===== src/rtl/sram16_arbiter.sv =====
// sram16_arbiter: shares one SRAM controller port between instruction-fetch (m0) and data-cache (m1) masters.
// Optional build macro SRAM16_ARB_FIXED_PRIO_EN makes master 0 win every tie instead of round-robin.
module sram16_arbiter #(
  parameter int BURST_LENGTH = 4,
  parameter int CNTW         = 3
) (
  input  logic        clock,
  input  logic        rst,
  input  logic [29:0] m0_address,
  input  logic        m0_read,
  input  logic        m0_write,
  input  logic [31:0] m0_writedata,
  input  logic [3:0]  m0_writedatamask,
  output logic        m0_waitrequest,
  output logic [31:0] m0_readdata,
  output logic        m0_readdatavalid,
  input  logic [29:0] m1_address,
  input  logic        m1_read,
  input  logic        m1_write,
  input  logic [31:0] m1_writedata,
  input  logic [3:0]  m1_writedatamask,
  output logic        m1_waitrequest,
  output logic [31:0] m1_readdata,
  output logic        m1_readdatavalid,
  input  logic        mem_waitrequest,
  output logic [1:0]  mem_id,
  output logic [29:0] mem_address,
  output logic        mem_read,
  output logic        mem_write,
  output logic [31:0] mem_writedata,
  output logic [3:0]  mem_writedatamask,
  input  logic [31:0] mem_readdata,
  input  logic [1:0]  mem_readdataid,
  output logic        stray_return
);

  typedef enum logic [1:0] {IDLE = 2'd0, G0 = 2'd1, G1 = 2'd2} state_t;

  localparam logic [CNTW-1:0] CNT_BURST = CNTW'(BURST_LENGTH);
  localparam logic [CNTW-1:0] CNT_ZERO  = {CNTW{1'b0}};
  localparam logic [CNTW-1:0] CNT_ONE   = CNTW'(1);
  localparam logic [1:0]      ID0       = 2'd1;
  localparam logic [1:0]      ID1       = 2'd2;

  state_t        state_r;
  logic          last_r;      // 1: master 1 was served last, so master 0 wins the next tie
  logic [CNTW-1:0] cnt0_r, cnt1_r;
  logic          stray_r;
  logic [29:0]   addr_hold_r;
  logic [31:0]   wdata_hold_r;
  logic [3:0]    mask_hold_r;

  logic elig0_s, elig1_s, valid0_s, valid1_s, acc0_s, acc1_s, pick0_s;

  // Eligibility, return-word routing and acceptance qualifiers
  always_comb begin
    elig0_s  = m0_write | (m0_read & (cnt0_r == CNT_ZERO));
    elig1_s  = m1_write | (m1_read & (cnt1_r == CNT_ZERO));
    valid0_s = !rst && (mem_readdataid == ID0) && (cnt0_r != CNT_ZERO);
    valid1_s = !rst && (mem_readdataid == ID1) && (cnt1_r != CNT_ZERO);
    acc0_s   = (state_r == G0) & (m0_read | m0_write) & !mem_waitrequest;
    acc1_s   = (state_r == G1) & (m1_read | m1_write) & !mem_waitrequest;
  end

  // Tie-break: decide whether master 0 takes the next grant out of IDLE
  always_comb begin
`ifdef SRAM16_ARB_FIXED_PRIO_EN
    pick0_s = elig0_s;
`else
    pick0_s = elig0_s & (!elig1_s | last_r);
`endif
  end

  // Arbiter state machine and last-served tracking
  always_ff @(posedge clock) begin
    if (rst) begin
      state_r <= IDLE;
      last_r  <= 1'b1;
    end else begin
      case (state_r)
        IDLE: begin
          if (pick0_s)      state_r <= G0;
          else if (elig1_s) state_r <= G1;
          else              state_r <= IDLE;
        end
        G0: begin
          if (acc0_s) begin
            state_r <= IDLE;
            last_r  <= 1'b0;
          end else if (!(m0_read | m0_write)) begin
            state_r <= IDLE;   // illegal drop: release without crediting the master
          end else begin
            state_r <= G0;
          end
        end
        G1: begin
          if (acc1_s) begin
            state_r <= IDLE;
            last_r  <= 1'b1;
          end else if (!(m1_read | m1_write)) begin
            state_r <= IDLE;
          end else begin
            state_r <= G1;
          end
        end
        default: state_r <= IDLE;
      endcase
    end
  end

  // Outstanding-word counters; a read acceptance load wins over a same-cycle decrement
  always_ff @(posedge clock) begin
    if (rst) begin
      cnt0_r <= CNT_ZERO;
      cnt1_r <= CNT_ZERO;
    end else begin
      if (acc0_s && m0_read) cnt0_r <= CNT_BURST;
      else if (valid0_s)     cnt0_r <= cnt0_r - CNT_ONE;
      else                   cnt0_r <= cnt0_r;
      if (acc1_s && m1_read) cnt1_r <= CNT_BURST;
      else if (valid1_s)     cnt1_r <= cnt1_r - CNT_ONE;
      else                   cnt1_r <= cnt1_r;
    end
  end

  // Sticky flag for returned words that match no outstanding read
  always_ff @(posedge clock) begin
    if (rst)                                                   stray_r <= 1'b0;
    else if ((mem_readdataid != 2'd0) && !valid0_s && !valid1_s) stray_r <= 1'b1;
    else                                                       stray_r <= stray_r;
  end

  // Capture the granted master's datapath so it holds once the grant ends
  always_ff @(posedge clock) begin
    if (rst) begin
      addr_hold_r  <= 30'd0;
      wdata_hold_r <= 32'd0;
      mask_hold_r  <= 4'd0;
    end else if (state_r == G0) begin
      addr_hold_r  <= m0_address;
      wdata_hold_r <= m0_writedata;
      mask_hold_r  <= m0_writedatamask;
    end else if (state_r == G1) begin
      addr_hold_r  <= m1_address;
      wdata_hold_r <= m1_writedata;
      mask_hold_r  <= m1_writedatamask;
    end else begin
      addr_hold_r  <= addr_hold_r;
      wdata_hold_r <= wdata_hold_r;
      mask_hold_r  <= mask_hold_r;
    end
  end

  // Request mux toward the controller; control outputs forced idle while in reset
  always_comb begin
    mem_read          = 1'b0;
    mem_write         = 1'b0;
    mem_id            = 2'd0;
    mem_address       = addr_hold_r;
    mem_writedata     = wdata_hold_r;
    mem_writedatamask = mask_hold_r;
    m0_waitrequest    = 1'b1;
    m1_waitrequest    = 1'b1;
    case (state_r)
      G0: begin
        mem_address       = m0_address;
        mem_writedata     = m0_writedata;
        mem_writedatamask = m0_writedatamask;
        if (rst) begin
          mem_id = 2'd0;
        end else begin
          mem_read       = m0_read;
          mem_write      = m0_write;
          mem_id         = ID0;
          m0_waitrequest = mem_waitrequest;
        end
      end
      G1: begin
        mem_address       = m1_address;
        mem_writedata     = m1_writedata;
        mem_writedatamask = m1_writedatamask;
        if (rst) begin
          mem_id = 2'd0;
        end else begin
          mem_read       = m1_read;
          mem_write      = m1_write;
          mem_id         = ID1;
          m1_waitrequest = mem_waitrequest;
        end
      end
      default: mem_id = 2'd0;
    endcase
  end

  assign m0_readdata      = mem_readdata;
  assign m1_readdata      = mem_readdata;
  assign m0_readdatavalid = valid0_s;
  assign m1_readdatavalid = valid1_s;
  assign stray_return     = stray_r;

endmodule


===== config.mk =====
export PLATFORM = sky130hd
export DESIGN_NAME = sram16_arbiter
export DESIGN_NICKNAME = d
export VERILOG_FILES = /design/src/rtl/sram16_arbiter.sv
export SDC_FILE = /design/constraint.sdc
export NUM_CORES = 1
export LEC_CHECK = 0
export BUFFER_PORTS_ARGS = -buffer_cell sky130_fd_sc_hd__buf_2
export CAP_MARGIN = 5
export CORE_AREA = 2 2 122 124
export CTS_BUF_LIST = sky130_fd_sc_hd__clkbuf_4
export DETAILED_ROUTE_END_ITERATION = 12
export DIE_AREA = 0 0 124 126
export HOLD_SLACK_MARGIN = 0.12
export PLACE_DENSITY = 0.77
export SYNTH_ARGS = -nofsm -noshare
export SYNTH_HDL_FRONTEND = slang
export SYNTH_SLANG_ARGS = --single-unit
export TNS_END_PERCENT = 1

===== constraint.sdc =====
create_clock -name clock -period 2.7 [get_ports clock]
set_input_delay 0.27 -clock clock [delete_from_list [all_inputs] [get_ports clock]]
set_output_delay 0.27 -clock clock [all_outputs]
set_load 0.02 [all_outputs]

==> report_table.html <==
<table>
<tr><th>Metric</th><th>Value</th></tr>
<tr><th colspan="2">Drt</th></tr>
<tr><td>Routed vias/inst</td><td>approximately 5</td></tr>
<tr><td>Routed wire length</td><td>14,000 µm</td></tr>
<tr><td>Wirelength per Cell</td><td>13.6 µm</td></tr>
<tr><td>Number of violations reported at the end of detailed-routing iteration 0</td><td>approximately 230</td></tr>
<tr><td>Post-detailed-route DRC marker count</td><td>0</td></tr>
<tr><td>First-pass iteration count of the detailed router</td><td>5</td></tr>
<tr><td>Post-detailed-route count of antenna-violating nets</td><td>0</td></tr>
<tr><td>Count of vias placed by the detailed router</td><td>5,147</td></tr>
<tr><th colspan="2">Layout</th></tr>
<tr><td>Combined area of the multi-input logic cells</td><td>2540 µm²</td></tr>
<tr><td>Cell Count, Final, Fillers Out</td><td>~1,000</td></tr>
<tr><td>Fraction of the core area covered by cells at the end of the flow</td><td>44.3%</td></tr>
<tr><td>Synthesis-to-finish area growth</td><td>33.0%</td></tr>
<tr><td>Seq. cell area</td><td>1520 µm²</td></tr>
<tr><td>Post-layout nets</td><td>1,022</td></tr>
<tr><td>Fraction of layout cells with a size suffix above 1</td><td>29.5%</td></tr>
<tr><td>Layout filler cell count</td><td>1,384</td></tr>
<tr><th colspan="2">Power and ir drop</th></tr>
<tr><td>Pint</td><td>around 3000 µW</td></tr>
<tr><td>Switching share of power</td><td>46.9%</td></tr>
<tr><td>Power spent charging and discharging nets</td><td>around 2600 µW</td></tr>
<tr><td>Worst supply voltage drop on vdd</td><td>0.436 mV</td></tr>
<tr><td>Gate power share</td><td>between 50% and 60%</td></tr>
<tr><td>Fraction of power consumed by the clock network</td><td>a little over an eighth</td></tr>
<tr><td>Sequential group share of total power</td><td>26.9%</td></tr>
<tr><td>PD cells</td><td>a little under 900 nW/µm²</td></tr>
<tr><td>Static leakage power</td><td>0.00283 µW</td></tr>
<tr><th colspan="2">Placement</th></tr>
<tr><td>Inst Count DP</td><td>945</td></tr>
<tr><td>Placed wire-length estimate after detailed placement</td><td>8990 µm</td></tr>
<tr><td>IO buf count</td><td>215</td></tr>
<tr><td>Gp weighted congestion</td><td>0.839</td></tr>
<tr><th colspan="2">GRT</th></tr>
<tr><td>Overall overflow remaining after global route</td><td>0</td></tr>
<tr><td>Maximum number of pins on one net before global-route repair</td><td>77</td></tr>
<tr><td>Vias in the first global route</td><td>4,908</td></tr>
<tr><td>Global-route wire length before repair</td><td>22,000 µm</td></tr>
<tr><td>Overall track demand over capacity in global routing</td><td>17.5%</td></tr>
<tr><td>Number of antenna violations at the first check in global routing</td><td>2</td></tr>
<tr><th colspan="2">Worst setup path</th></tr>
<tr><td>Required @ worst endpoint</td><td>2430 ps</td></tr>
<tr><td>Category of the critical setup timing path</td><td>flip-flop to primary output</td></tr>
<tr><td>Capturing element type of the critical path</td><td>primary output</td></tr>
<tr><td>Crit path arrival time</td><td>2180 ps</td></tr>
<tr><td>Worst Setup Start Kind</td><td>flip-flop</td></tr>
<tr><td>Peak fanout along the critical path</td><td>76</td></tr>
<tr><th colspan="2">Timing</th></tr>
<tr><td>Number of setup violations in the final report</td><td>0</td></tr>
<tr><td>Final Slew Violations</td><td>0</td></tr>
<tr><td>Fmax</td><td>408 MHz</td></tr>
<tr><td>Max-slew headroom</td><td>about two thirds</td></tr>
<tr><td>Fin. Hold Viols</td><td>0</td></tr>
<tr><td>Actual transition at the worst max-transition pin</td><td>roughly 520 ps</td></tr>
<tr><td>Clock skew after layout</td><td>between 10 and 15 ps</td></tr>
<tr><td>Fin crit share</td><td>roughly nine tenths</td></tr>
<tr><td>Unrepaired setup endpoints after global routing</td><td>false</td></tr>
<tr><td>Crit path time final</td><td>about 2400 ps</td></tr>
<tr><td>Worst-case hold slack</td><td>191 ps</td></tr>
<tr><td>Setup TNS</td><td>0 ps</td></tr>
<tr><th colspan="2">Die</th></tr>
<tr><td>Initial Utilization</td><td>33.3%</td></tr>
<tr><td>Floorplan die area</td><td>15,600 µm²</td></tr>
<tr><td>Standard-cell row count</td><td>44</td></tr>
<tr><td>Core region area</td><td>about 14,000 µm²</td></tr>
<tr><td>Top-level I/O count</td><td>312</td></tr>
<tr><td>Height of the die</td><td>126 µm</td></tr>
<tr><td>Overall die width</td><td>124 µm</td></tr>
<tr><th colspan="2">Clocking</th></tr>
<tr><td>Root buffer cell</td><td>clkbuf_4</td></tr>
<tr><td>Worst-path clk slew</td><td>130 ps</td></tr>
<tr><td>Deepest clock path buffer count</td><td>2</td></tr>
<tr><td>Post-CTS setup buffers</td><td>0</td></tr>
<tr><td>Post-CTS sizing</td><td>0</td></tr>
<tr><td>Number of clock sinks</td><td>76</td></tr>
<tr><td>Clock H-tree levels</td><td>3</td></tr>
<tr><td>Clock buffers created by TritonCTS</td><td>9</td></tr>
<tr><td>TritonCTS clock tree</td><td>yes</td></tr>
<tr><td>Clock latency at the later pin of the worst-skew pair</td><td>about 430 ps</td></tr>
<tr><th colspan="2">Synth</th></tr>
<tr><td>Number of different library cells in the post-synthesis netlist</td><td>36</td></tr>
<tr><td>Avg Cell Area, Syn</td><td>7.38 µm²</td></tr>
<tr><td>Post-synthesis instance area</td><td>4770 µm²</td></tr>
<tr><td>Post-Synthesis Net Count</td><td>828</td></tr>
<tr><td>Fraction of the yosys area taken by sequential cells</td><td>31.9%</td></tr>
<tr><td>Number of flip-flops and latches in the synthesized netlist</td><td>76</td></tr>
<tr><td>Total number of yosys warnings</td><td>0</td></tr>
<tr><td>Post-synthesis cell count</td><td>around 650</td></tr>
<tr><th colspan="2">Job</th></tr>
<tr><td>Max-cap violations</td><td>0</td></tr>
<tr><th colspan="2">Min path</th></tr>
<tr><td>Class of the tightest hold or removal check</td><td>input pin to flip-flop</td></tr>
<tr><th colspan="2">Outcome</th></tr>
<tr><td>Run status</td><td>complete, no violations</td></tr>
</table>
metal layers:
metal	GRT usage (%)	vias up	routed length, µm
li1	-	2551	-
met1	18.8	2330	5760
met2	31.3	222	6930
met3	4.89	44	974
met4	7.80	0	373
met5	0	-	0
cell usage in the layout, fill, tap and decap left out, types with 3 or more instances in the layout:
cell           instances
buf_2                215
nand2_1              135
dfxtp_1               76
nor2_1                72
a21oi_1               69
dlygate4sd3_1         69
a211oi_1              68
a21boi_0              48
a21boi_1              18
inv_1                  9
clkbuf_4               9
buf_4                  8
ha_1                   5
nor2b_1                3
nand2b_1               3
a21o_1                 3
worst paths after layout:
path	from	to	slack [ps]	cells after the start
hold / removal	mem_readdataid[1]	cnt0_r[1]$_SDFFE_PP0P_	190	4
setup reg to reg	cnt1_r[0]$_SDFFE_PP0P_	cnt1_r[2]$_SDFFE_PP0P_	880	6
hold reg to reg	stray_return$_SDFFE_PP0P_	stray_return$_SDFFE_PP0P_	460	2
setup / recovery	state_r[1]$_SDFF_PP0_	mem_address[18]	250	6
flip-flops by register name, indices dropped and copies added, names as in the netlist:
name / flops
addr_hold_r: 30
cnt0_r: 3
cnt1_r: 3
last_r: 1
mask_hold_r: 4
state_r: 2
stray_return: 1
wdata_hold_r: 32
power groups by stage:
| stage | Sequential (µW) | Clock, µW | Combinational [µW] |
|---|---|---|---|
| 2_1_floorplan | 1520 | 0 | 2410 |
| 3_3_place_gp | 1530 | 0 | 3200 |
| 3_5_place_dp | 1540 | 0 | 3220 |
| 4_1_cts | 1510 | 808 | 3310 |
| 5_1_grt | 1540 | 852 | 3670 |
| 6_report | 1510 | 763 | 3340 |
per-stage QoR:
stage,cell area [µm²],total power [µW],setup WS (ps)
5_1_grt,6350,6060,62.8
3_5_place_dp,5500,4760,812
6_report,6350,5610,250
3_3_place_gp,5500,4730,837
2_1_floorplan,4770,3930,856
4_1_cts,6340,5630,257
cell families (layout without fill, tap and decap cells):
group           count (synthesis)  after routing  synth area share, %
simple gates                  221            221                 19.1
compound gates                217            217                 30.6
buf+inv                       121            319                 15.3
flops                          76             76                 31.9
fa+ha+maj                       8              8                 2.10
xor+xnor                        2              2                0.367
mux                             2              2                0.629
other cells                     0              2                    0
synthesized netlist by cell type, drive strengths merged:
library cell | count | area, µm²
nor2b | 3 | 18.8
dfxtp | 76 | 1520
a211oi | 68 | 510
nand3b | 1 | 7.51
a21o | 3 | 22.5
nor2 | 72 | 270
or2 | 1 | 6.26
nand2b | 3 | 18.8
inv | 10 | 37.5
o41ai | 1 | 8.76
a32o | 2 | 20.0
ha | 8 | 100
or3 | 1 | 6.26
o31ai | 1 | 7.51
xnor2 | 2 | 17.5
clkbuf | 19 | 71.3
nand2 | 135 | 507
a21oi | 71 | 363
nor3b | 2 | 20.0
a21boi | 66 | 495
o21ai | 1 | 5.00
o211ai | 1 | 7.51
nor4b | 2 | 47.6
buf | 92 | 622
o21bai | 1 | 7.51
and4 | 1 | 8.76
o2bb2ai | 1 | 8.76
a31oi | 1 | 6.26
mux2 | 2 | 30.0
critical path, stage by stage, from the launching register on:
cell and delay [ps]:
dfxtp_1 380, inv_1 100, ha_4 310, buf_12 250
a21boi_0 330, a21oi_1 140, buf_2 190
repair_timing:
action	4_1_cts	5_1_grt
hold buffers	69	0
setup endpoints to repair	0	0
hold endpoints to repair	72	0
cell type report:
type | instances | area share, %
Timing Repair Buffer | 294 | 29.4
Antenna cell | 2 | 0.0788
Sequential cell | 76 | 24.0
Clock inverter | 6 | 1.26
Inverter | 10 | 0.591
Clock buffer | 9 | 1.06
Multi-Input combinational cell | 450 | 40.0
Tap cell | 184 | 3.63
No activity file was read; power rests on OpenSTA's default activity.
